[src/rtl/taxi_trip_ctrl.sv]
// Taxi trip controller: sequences a fare counter through clear/drive/wait/done and accumulates BCD distance and waiting time.
// Latency: every output is registered; dis/t_min move one cycle after a qualifying pulse. No backpressure: pulses are sampled every cycle.
module taxi_trip_ctrl #(
    parameter int PULSES_PER_KM = 10,
    parameter int TICKS_PER_MIN = 60
) (
    input  logic        clk,
    input  logic        reset,
    input  logic        start,
    input  logic        end_trip,
    input  logic        pause,
    input  logic        wheel_pulse,
    input  logic        sec_tick,
    output logic [11:0] dis,
    output logic [7:0]  t_min,
    output logic        meter_reset,
    output logic        run,
    output logic        finish,
    output logic [2:0]  trip_state
);

    localparam int PW = (PULSES_PER_KM > 1) ? $clog2(PULSES_PER_KM) : 1;
    localparam int SW = (TICKS_PER_MIN > 1) ? $clog2(TICKS_PER_MIN) : 1;

    typedef enum logic [2:0] {
        IDLE  = 3'd0,
        CLEAR = 3'd1,
        DRIVE = 3'd2,
        WAIT  = 3'd3,
        DONE  = 3'd4
    } state_t;

    state_t        state, state_nxt;
    logic [PW-1:0] pulse_cnt;
    logic [SW-1:0] sec_cnt;

    function automatic logic [11:0] bcd3_inc(input logic [11:0] v);
        logic [11:0] r;
        logic        c;
        r = v;
        c = 1'b1;
        for (int i = 0; i < 3; i++) begin
            if (c) begin
                if (r[i*4 +: 4] == 4'd9) begin
                    r[i*4 +: 4] = 4'd0;
                end else begin
                    r[i*4 +: 4] = r[i*4 +: 4] + 4'd1;
                    c = 1'b0;
                end
            end
        end
        return r;
    endfunction

    function automatic logic [7:0] bcd2_inc(input logic [7:0] v);
        logic [7:0] r;
        r = v;
        if (r[3:0] == 4'd9) begin
            r[3:0] = 4'd0;
            r[7:4] = r[7:4] + 4'd1;
        end else begin
            r[3:0] = r[3:0] + 4'd1;
        end
        return r;
    endfunction

    // end_trip outranks pause while a trip is in progress
    always_comb begin
        state_nxt = state;
        case (state)
            IDLE:  if (start) state_nxt = CLEAR;
            CLEAR: state_nxt = pause ? WAIT : DRIVE;
            DRIVE: if (end_trip) state_nxt = DONE;
                   else if (pause) state_nxt = WAIT;
            WAIT:  if (end_trip) state_nxt = DONE;
                   else if (!pause) state_nxt = DRIVE;
            DONE:  if (start) state_nxt = CLEAR;
            default: state_nxt = IDLE;
        endcase
    end

    always_ff @(posedge clk or negedge reset) begin
        if (!reset) begin
            state       <= IDLE;
            dis         <= 12'h000;
            t_min       <= 8'h00;
            pulse_cnt   <= '0;
            sec_cnt     <= '0;
            meter_reset <= 1'b1;
            run         <= 1'b0;
            finish      <= 1'b0;
        end else begin
            state       <= state_nxt;
            meter_reset <= (state_nxt == IDLE) || (state_nxt == CLEAR);
            run         <= (state_nxt == DRIVE);
            finish      <= (state_nxt == DONE);

            // Counting is judged on the pre-edge state, so a pulse on the DRIVE->WAIT edge still counts
            if (state_nxt == CLEAR) begin
                dis       <= 12'h000;
                t_min     <= 8'h00;
                pulse_cnt <= '0;
                sec_cnt   <= '0;
            end else if (state == DRIVE && wheel_pulse && dis != 12'h999) begin
                if (pulse_cnt == PW'(PULSES_PER_KM - 1)) begin
                    pulse_cnt <= '0;
                    dis       <= bcd3_inc(dis);
                end else begin
                    pulse_cnt <= pulse_cnt + 1'b1;
                end
            end else if (state == WAIT && sec_tick && t_min != 8'h99) begin
                if (sec_cnt == SW'(TICKS_PER_MIN - 1)) begin
                    sec_cnt <= '0;
                    t_min   <= bcd2_inc(t_min);
                end else begin
                    sec_cnt <= sec_cnt + 1'b1;
                end
            end
        end
    end

    assign trip_state = state;

endmodule

[config.mk]
export PLATFORM = sky130hd
export DESIGN_NAME = taxi_trip_ctrl
export DESIGN_NICKNAME = d
export VERILOG_FILES = /design/src/rtl/taxi_trip_ctrl.sv
export SDC_FILE = /design/constraint.sdc
export NUM_CORES = 1
export LEC_CHECK = 0
export ABC_AREA = 1
export CORE_MARGIN = 4
export CORE_UTILIZATION = 51
export DETAILED_ROUTE_END_ITERATION = 10
export DONT_BUFFER_PORTS = 1
export GPL_TIMING_DRIVEN = 0
export PLACE_DENSITY = 0.66
export REMOVE_ABC_BUFFERS = 1
export SLEW_MARGIN = 20
export SYNTH_ARGS = -nofsm -noshare
export SYNTH_HDL_FRONTEND = slang
export SYNTH_SLANG_ARGS = --single-unit
[constraint.sdc]
create_clock -name clk -period 3.1 [get_ports clk]
set_input_delay 0.62 -clock clk [delete_from_list [all_inputs] [get_ports clk]]
set_output_delay 0.62 -clock clk [all_outputs]
set_load 0.02 [all_outputs]
==> impl_metrics.env <==
export IMPL_dieArea_um2=5550
export IMPL_required_ns=3.32
export IMPL_layoutNonFillerInstCount=345
export IMPL_yosysMostFrequentCell="nand2_1"
export IMPL_io_buffer_count=0
export IMPL_drt_iter0_markers=82
export IMPL_hp_class="in -> async"
export IMPL_ioPinCount=33
export IMPL_slew_headroom=0.716
export IMPL_track_usage=0.174
export IMPL_setup_viol=0
export IMPL_leakage_nw=1.22
export IMPL_overflow=0
export IMPL_post_route_drc_count=0
export IMPL_synth_edf_count=0
export IMPL_crit_type="reg -> reg"
export IMPL_finalCritPeriodShare=0.606
export IMPL_cts_tree="done"
export IMPL_vdd_drop_max_mv=0.458
export IMPL_antenna_found_initial=0
export IMPL_cts_resized=0
export IMPL_grt_pass1_wl_mm=7.43
export IMPL_dp_final_hpwl_mm=3.03
export IMPL_grt_max_degree=37
export IMPL_drv_slew=0
export IMPL_synth_seq_area_share=0.400
export IMPL_htree_levels=2
export IMPL_drt_first_pass_iters=4
export IMPL_grt_pass1_vias=1655
export IMPL_yosysTopAreaCell="dfrtp_1"
export IMPL_clock_latency_ns=0.29
export IMPL_clock_fmax_mhz=532
export IMPL_vias=1820
export IMPL_status="finished, final reports clean"
export IMPL_rsz0062_at_grt="no"
export IMPL_start_util=0.544
export IMPL_hold_viol_final=0
export IMPL_clk_pin_slew_worst_paths_ns=0.07
export IMPL_synth_cell_types=28
export IMPL_ys_top_cells_by_area="dfrtp_1, nand2_1, nand3_1, ha_1, inv_1"
export IMPL_wire_per_inst_um=12.6
export IMPL_die_w_um=74.5
export IMPL_start_kind="flop"
export IMPL_syn_cell_area_um2=2260
export IMPL_antenna_left=0
export IMPL_die_h_um=74.5
export IMPL_core_area_um2=4140
export IMPL_final_nets=314
export IMPL_hold_ws_ns=0.0209
export IMPL_ys_warn_count=0
export IMPL_tns_ns=0
export IMPL_cp_startpoint="dis[8]$_DFFE_PN0P_"
export IMPL_rows=23
export IMPL_setup_worst_path_end_class="flop"
export IMPL_syn_to_final_growth_pct=5.32
export IMPL_yosys_top_cells_count="nand2_1, nand3_1, dfrtp_1, inv_1, nor2_1"
export IMPL_async_flop_share=1.00
export IMPL_cts_root_buf="clkbuf_8"
export IMPL_place_congestion=0.863
export IMPL_worstPathMaxFanout=19
export IMPL_cts_sink_count=36
export IMPL_postRouteWirelength_mm=4.36
export IMPL_cp_data_arrival_time_ns=2.10
export IMPL_drive_gt1_frac=0.122
export IMPL_r2r_start="dis[8]$_DFFE_PN0P_"
export IMPL_clk_path_buf_depth=2
export IMPL_yosys_most_used_dff="dfrtp_1"
export IMPL_diodes=0
export IMPL_fin_crit_ns=1.88
export IMPL_synth_seq_cells=36
export IMPL_tightest_slew_ns=0.427
export IMPL_post_synth_cell_area_avg_um2=7.78
export IMPL_synth_top_area_share=0.388
export IMPL_syn_inst=290
export IMPL_drv_cap=0
export IMPL_dp_cells=336
export IMPL_fin_skew_ns=0.00645
export IMPL_cts_buffers=5
export IMPL_p_per_area_nw_per_um2=830
export IMPL_via_per_inst=5.28
[logic make-up (layout without fill, tap and decap cells)]
group | after synthesis | after routing | share of synthesized area
XOR/XNOR | 9 | 9 | 0.0349
buffers and inverters | 39 | 44 | 0.0771
AO/OA/AOI/OAI | 13 | 13 | 0.0372
AND/OR/NAND/NOR | 180 | 180 | 0.379
adder cells (fa/ha/maj) | 13 | 13 | 0.0721
flip-flops | 36 | 36 | 0.400
[repair_timing]
| action | CTS | global route |
|---|---|---|
| buffers inserted | 0 | 0 |
| endpoints found under the hold margin | 0 | 4 |
| hold buffers | 0 | 1 |
[worst max-delay path: stages (launching register included)]
cell	delay [ns]
dfrtp_1	0.57
ha_1	0.26
nand2_2	0.08
nor2_4	0.15
nand3_1	0.13
nand2_2	0.13
nand2_4	0.17
nand2_1	0.20
nand2_1	0.07
nand2_1	0.06
[report_power, final]
part / switching [mW] / total, mW / internal, mW / leakage (nW)
clock network: 0.158 / 0.340 / 0.181 / 0.0455
registers: 0.348 / 0.963 / 0.615 / 0.480
logic: 0.436 / 0.670 / 0.233 / 0.699
total: 0.942 / 1.97 / 1.03 / 1.22
[layout make-up]
cell class / count / area, µm²
Inverter: 35 / 131
Tap cell: 50 / 62.6
Sequential cell: 36 / 902
Fill cell: 408 / 1770
Clock buffer: 8 / 90.1
Multi-Input combinational cell: 215 / 1180
Timing Repair Buffer: 1 / 10.0
[sequential cells by signal, indices dropped and copies added, names as in the netlist]
register	count
dis	12
t_min	8
sec_cnt	6
pulse_cnt	4
trip_state	3
finish	1
meter_reset	1
run	1
[cell usage in the layout (no fill, tap or decap)]
cell,synthesis,final
dlygate4sd3_1,0,1
nor2_2,3,3
a21oi_1,2,2
o21ai_0,6,6
nor2_4,2,2
nand2_1,79,79
a21oi_2,1,1
nor3_1,6,6
o21ai_1,2,2
nand3_2,6,6
xnor2_1,5,5
nand4_1,6,6
nand3_1,40,40
inv_2,4,4
nor2_1,27,27
or2_2,2,2
xor2_1,4,4
nand2_2,5,5
dfstp_2,1,1
nand2_4,3,3
dfrtp_1,35,35
clkbuf_1,0,2
inv_1,31,31
ha_1,13,13
clkbuf_8,0,6
o21ai_2,1,1
o21ai_4,1,1
nor3_2,1,1
[routing by layer]
metal  GRT usage  vias up  share of wire
li1            -      930              -
met1       0.232      844           0.48
met2       0.264       39           0.45
met3      0.0459        7          0.055
met4      0.0810        0          0.017
met5           0        -              0
[stage by stage]
| stage | setup WS [ns] | total power [mW] | cell area [µm²] | util |
|---|---|---|---|---|
| final | 1.22 | 1.97 | 2380 | 0.573 |
| after global placement | 1.26 | 1.62 | 2280 | 0.549 |
| after detailed placement | 1.23 | 1.65 | 2280 | 0.549 |
| after CTS | 1.22 | 2.00 | 2370 | 0.571 |
| after floorplan | 1.52 | 1.47 | 2210 | - |
| after global routing | 1.06 | 2.17 | 2380 | 0.573 |
[worst paths after layout]
path,to,slack (ns),depth (start not counted)
max,dis[7]$_DFFE_PN0P_,1.22,9
min,dis[4]$_DFFE_PN0P_,0.02,0
min in group clk,run$_DFF_PN0_,0.50,3
max in group asynchronous,t_min[5]$_DFFE_PN0P_,2.30,1
min reg2reg,sec_cnt[1]$_DFFE_PN0P_,0.51,2
max reg2reg,dis[7]$_DFFE_PN0P_,1.22,9
(Power assumes the default switching activity.)
